<file path="src/rtl/idex_hazard_ctrl.sv">
// idex_hazard_ctrl: load-use stall and taken-branch flush control for the ID/EX stage, with saturating event counters
module idex_hazard_ctrl #(
    parameter int MEM_LAT     = 2,
    parameter int FLUSH_DEPTH = 2
) (
    input  logic        clk,
    input  logic        rst_n,
    input  logic [3:0]  RDexe,
    input  logic        selWBexe,
    input  logic        selMEMRDexe,
    input  logic        selBRANCHexe,
    input  logic        branch_taken,
    input  logic [3:0]  RAdec,
    input  logic [3:0]  RBdec,
    input  logic        useAdec,
    input  logic        useBdec,
    input  logic        validdec,
    output logic        stallPC,
    output logic        stallIFID,
    output logic        bubbleIDEX,
    output logic        flushIFID,
    output logic        busy,
    output logic [15:0] stall_cycles,
    output logic [15:0] flush_events
);
    typedef enum logic [1:0] {RUN, LDSTALL, FLUSH} state_t;
    localparam logic [3:0] ML_RELOAD = 4'(MEM_LAT - 1);
    localparam logic [3:0] FD_RELOAD = 4'(FLUSH_DEPTH - 1);
    state_t      state_q, state_d;
    logic [3:0]  cnt_q, cnt_d;
    logic [15:0] stall_cycles_q, flush_events_q;
    logic        lu, tb, stall, bubble, flush;
    assign lu = validdec & selMEMRDexe & selWBexe &
                ((useAdec & (RAdec == RDexe)) | (useBdec & (RBdec == RDexe)));
    assign tb = selBRANCHexe & branch_taken;
    // A taken branch wins in every state, including aborting a load stall.
    always_comb begin
        state_d = state_q;
        cnt_d   = cnt_q;
        stall   = 1'b0;
        bubble  = 1'b0;
        flush   = 1'b0;
        if (tb) begin
            flush   = 1'b1;
            bubble  = 1'b1;
            state_d = (FLUSH_DEPTH > 1) ? FLUSH : RUN;
            cnt_d   = FD_RELOAD;
        end else if (state_q == FLUSH) begin
            flush   = 1'b1;
            bubble  = 1'b1;
            state_d = (cnt_q == 4'd1) ? RUN : FLUSH;
            cnt_d   = cnt_q - 4'd1;
        end else if (state_q == LDSTALL) begin
            stall   = 1'b1;
            bubble  = 1'b1;
            state_d = (cnt_q == 4'd1) ? RUN : LDSTALL;
            cnt_d   = cnt_q - 4'd1;
        end else if (lu) begin
            stall   = 1'b1;
            bubble  = 1'b1;
            state_d = (MEM_LAT > 1) ? LDSTALL : RUN;
            cnt_d   = ML_RELOAD;
        end
    end
    always_ff @(posedge clk or negedge rst_n) begin
        if (!rst_n) begin
            state_q        <= RUN;
            cnt_q          <= 4'd0;
            stall_cycles_q <= 16'd0;
            flush_events_q <= 16'd0;
        end else begin
            state_q        <= state_d;
            cnt_q          <= cnt_d;
            stall_cycles_q <= stall_cycles_q + {15'd0, stall & ~&stall_cycles_q};
            flush_events_q <= flush_events_q + {15'd0, tb & ~&flush_events_q};
        end
    end
    // Controls are masked while in reset since RUN alone would still react to inputs.
    assign stallPC      = rst_n & stall;
    assign stallIFID    = rst_n & stall;
    assign bubbleIDEX   = rst_n & bubble;
    assign flushIFID    = rst_n & flush;
    assign busy         = rst_n & (state_q != RUN);
    assign stall_cycles = stall_cycles_q;
    assign flush_events = flush_events_q;
endmodule

</file>
<file path="config.mk">
export PLATFORM = sky130hd
export DESIGN_NAME = idex_hazard_ctrl
export DESIGN_NICKNAME = d
export VERILOG_FILES = /design/src/rtl/idex_hazard_ctrl.sv
export SDC_FILE = /design/constraint.sdc
export NUM_CORES = 1
export LEC_CHECK = 0
export ABC_AREA = 1
export CORE_MARGIN = 3
export CORE_UTILIZATION = 52
export CTS_CLUSTER_DIAMETER = 40
export DETAILED_ROUTE_END_ITERATION = 7
export GPL_TIMING_DRIVEN = 1
export HOLD_SLACK_MARGIN = 0.05
export PLACE_DENSITY_LB_ADDON = 0.1
export SYNTH_ARGS = -nofsm -noshare
export SYNTH_HDL_FRONTEND = slang
export SYNTH_SLANG_ARGS = --single-unit
</file>
<file path="constraint.sdc">
create_clock -name clk -period 3.75 [get_ports clk]
set_clock_uncertainty 0.2 [all_clocks]
set_input_delay 0.75 -clock clk [delete_from_list [all_inputs] [get_ports clk]]
set_output_delay 0.75 -clock clk [all_outputs]
set_load 0.1 [all_outputs]
</file>
==> metrics.log, run 1 <==
INFO  metric antenna-diode-count = 0
INFO  metric num_vias = about 1700
INFO  metric place_inst = 344
INFO  metric fmax = roughly 0.30 GHz
INFO  metric power_per_cell_area = 712.3 mW/mm^2
INFO  metric unrepaired_setup_endpoints_after_global_routing = no
INFO  metric critical_path.slowest_cell = clkdlybuf4s50_1
INFO  metric synth_warnings = 0
INFO  metric total_switching_power = 1.097 mW
INFO  metric cp.required = roughly 2.8 ns
INFO  metric crit_family = simple AND/OR/NAND/NOR gates
INFO  metric cp_common_cell = nand2_1
INFO  metric r2r_setup_slack = ~1.3 ns
INFO  metric route.detailed.wl_per_inst = 12.28 um
INFO  metric worst_path_fanout_max = 8
INFO  metric nets = around 330
INFO  metric final_hold_violations = 0
INFO  metric die_h = between 60 and 70 um
INFO  metric post-route-period-util = 88.69%
INFO  metric globalRouteOverflowTotal = 0
INFO  metric cell_by_cell_listing_of_the_critical_path = clkdlybuf4s50_1, nand2_1, inv_1, nor2_1, nor2_1, nand3_1, nand2_1, nand2_2, nand2_1, nand2_1, nor2_2, buf_12
INFO  metric cts.sink_count = 38
INFO  metric port-buffer-count = 57
INFO  metric drt_iter0_markers = around 130
INFO  metric die_width = 69.54 um
INFO  metric cts_inserted_buffers = 5
INFO  metric final-max-slew-violation-count = 0
INFO  metric cts.hold.buffers_added = 0
INFO  metric synth_cell_type_count = 25
INFO  metric place_congestion = roughly 0.84
INFO  metric postCtsSetupBuffers = 0
INFO  metric clkTransAtPathRegs = approximately 0.080 ns
INFO  metric comb_power_share = between 50% and 60%
INFO  metric ctsRootBufferMaster = clkbuf_8
INFO  metric status = completed
INFO  metric max-cap-violations = 0
INFO  metric netlist.area_leader.share = between 40% and 50%
INFO  metric worst_r2r_path_depth = 12
INFO  metric syn-cell-area = 0.002100 sq mm
INFO  metric worst-slew-pin-transition = 0.9764 ns
INFO  metric route.layer.met1.wl = ~1800 um
INFO  metric wl_met2 = ~2200 um
INFO  metric vdd_drop_max = between 0.5 and 0.6 mV
INFO  metric number_of_global_route_vias_before_repair = between 1500 and 2000
INFO  metric synth_top_area_cell = dfrtp_1
INFO  metric seq_power_share = between 20% and 30%
INFO  metric syn2layout_area_growth = 36.35%
INFO  metric timing.critical_path.to_type = primary output
INFO  metric clock_tree_from_tritoncts = yes
INFO  metric finalSetupViolations = 0
INFO  metric critical_path.startpoint = RDexe[2]
INFO  metric core.rowCount = 22
INFO  metric seq_area_frac_synth = around 45%
INFO  metric grt_start_max_net_pins = 22
INFO  metric post_cts_resized = 0
INFO  metric terminus_of_the_critical_flop_to_flop_path = flush_events[14]
INFO  metric leakagePower = around 1.4 nW
INFO  metric finish.cell_count_without_fillers = 352
INFO  metric detail_route.wirelength = 4323 um
INFO  metric place_hpwl = 3384 um
INFO  metric final_antenna_net_count = 0
INFO  metric grt_util_all_layers = 18.51%
INFO  metric max_slew_margin_vs_limit = a little over a third
INFO  metric timing.critical_path.buf_inv = 3
INFO  metric hold_path_class = in2async
INFO  metric crit-reg2reg-launch = flush_events[9]
INFO  metric wire_length_of_the_first_global_routing_pass = slightly above 7000 um
INFO  metric top_signal_layer_used = met4
INFO  metric dieArea = 0.004836 sq mm
INFO  metric drt-pass1-iter-count = 5
INFO  metric fin_tns_setup = 0 ns
INFO  metric post_synthesis_sequential_element_count = 38
INFO  metric clock_power_share = between 10 and 15%
INFO  metric worst-endpoint-arrival = 2.38 ns
INFO  metric io_pins = 58
INFO  metric cts.path.max_buffers = 2
INFO  metric wl_met3 = around 190 um
INFO  metric synth_area_leaders = dfrtp_1, nand2_1, xnor2_1
INFO  metric dpl-instance-area = 0.002768 sq mm
INFO  metric clkLatencyLatePin = approximately 0.29 ns
INFO  metric synth.net_count = around 270
INFO  metric period_needed = about 3.3 ns
INFO  metric floorplan.initialDensity = approximately 56%
INFO  metric timing.critical_path.slowest_cell_delay = 0.51 ns
INFO  metric drc = 0
INFO  metric drive_gt1_share = between 10% and 20%
INFO  metric grt_antenna_before_repair = 0
INFO  metric layout.cell_area.non_filler = 0.002863 sq mm
INFO  metric synthCells = 238
INFO  metric worst-setup-path-type = in2out
INFO  metric p_sw_share = approximately 54%
INFO  metric internal-power = roughly 940 uW
INFO  metric average_cell_area_after_synthesis = about 8.8 sq um
INFO  metric layout.filler_cells = roughly 290
INFO  metric start_kind = input pin
INFO  metric design.core.area = approximately 0.0038 sq mm
INFO  metric ctsHtreeMaxLevel = 2
INFO  metric vias_per_cell = ~4.9
==> worst max-delay path by stage <==
stage                            end  slack (ns)  depth (start not counted)
detailed placement  stall_cycles[15]        0.35                         19
finish                       stallPC        0.42                         12
global route                 stallPC        0.26                         12
global placement             stallPC        0.45                         12
floorplan                    stallPC        0.23                         11
CTS                          stallPC        0.41                         12
==> cell families (layout without fill, tap and decap cells) <==
kind of cell	after synthesis	count (layout)	synth area share (%)
buf+inv	31	97	5.721
flops	38	38	45.29
simple gates	124	124	28.78
xor+xnor	32	32	13.35
fa+ha+maj	10	10	5.959
compound gates	3	3	0.8935
==> layout make-up <==
cell class / instances / area, sq um / share of cell area (%)
clock buffers: 6 / 82.58 / 2.885
repair buffers: 59 / 610.6 / 21.33
flip-flops and latches: 38 / 950.9 / 33.22
well taps: 48 / 60.06 / 2.098
inverters: 30 / 112.6 / 3.934
clock inverters: 2 / 12.51 / 0.4371
multi-input cells: 169 / 1033 / 36.10
==> cells in the final DEF, fill, tap and decap left out, types with 2 or more instances in the layout <==
master	netlist	final
dfrtp_1	38	38
clkdlybuf4s50_1	0	43
xnor2_1	16	16
nor2_2	4	6
nor2_1	23	21
nand2_2	6	6
nand3_2	3	3
buf_12	0	5
buf_4	1	10
nand2_1	56	56
nor3_1	4	4
inv_1	28	28
xor2_1	16	16
nand4_1	3	3
ha_1	10	10
nor2_4	3	3
nand3_1	14	14
clkbuf_8	0	6
nor3_2	3	3
nor4_1	2	2
==> worst register-to-register path: cells and delay by family (launching register included) <==
family | cells | cell delay [ns]
AOI/OAI and AO/OA | 1 | 0.22
xor gates and xnor gates | 1 | 0.15
buffers and inverters | 1 | 0.10
and+or+nand+nor | 7 | 0.83
DFF | 1 | 0.42
adders and majority gates | 2 | 0.43
==> per-stage QoR <==
step	util, %	hold slack (ns)	setup WS [ns]	total power [mW]
2_1_floorplan	-	0.2544	0.2292	1.455
3_5_place_dp	73.39	0.2979	0.3477	1.751
4_1_cts	75.91	0.2434	0.4124	2.050
3_3_place_gp	73.39	0.2816	0.4476	1.740
5_1_grt	75.91	0.2619	0.2564	2.140
6_report	75.91	0.2313	0.4241	2.039
==> registers in the layout, summed over array words and instances, names as in the netlist <==
signal,count
flush_events,16
stall_cycles,16
cnt_q,4
state_q,2
==> Yosys cell counts, drive strengths merged <==
cell     n
nand2   62
dfrtp   38
nor2    30
inv     29
nand3   17
xnor2   16
xor2    16
ha      10
nor3     8
nand4    3
nor4     2
a21oi    1
a41oi    1
and3     1
buf      1
clkinv   1
nor3b    1
o21ai    1
==> metal layers <==
layer / track usage [%] / vias up
met5: 0 / -
met4: 6.941 / 0
met3: 3.768 / 7
met2: 31.99 / 39
met1: 22.65 / 804
li1: - / 869
==> power by group through the flow <==
stage	registers, mW	clock network, mW	logic (mW)
2_1_floorplan	1.05	0	0.401
3_3_place_gp	0.609	0	1.13
3_5_place_dp	0.613	0	1.14
4_1_cts	0.604	0.300	1.15
5_1_grt	0.620	0.315	1.20
6_report	0.604	0.298	1.14
(Power assumes the default switching activity.)
==> run 2: changes to the inputs <==
--- a/config.mk
+++ b/config.mk
@@ -8,7 +8,6 @@
 export ABC_AREA = 1
 export CORE_MARGIN = 3
 export CORE_UTILIZATION = 52
-export CTS_CLUSTER_DIAMETER = 40
 export DETAILED_ROUTE_END_ITERATION = 7
 export GPL_TIMING_DRIVEN = 1
 export HOLD_SLACK_MARGIN = 0.05
==> results of run 2 <==
Same layout as run 1: the final DEF is identical, and so are final timing and power.
==> run 3: changes to the inputs <==
--- a/config.mk
+++ b/config.mk
@@ -12,6 +12,7 @@
 export GPL_TIMING_DRIVEN = 1
 export HOLD_SLACK_MARGIN = 0.05
 export PLACE_DENSITY_LB_ADDON = 0.1
+export SLEW_MARGIN = 20
 export SYNTH_ARGS = -nofsm -noshare
 export SYNTH_HDL_FRONTEND = slang
 export SYNTH_SLANG_ARGS = --single-unit
==> results of run 3 <==
Same layout as run 1: the final DEF is identical, and so are final timing and power.
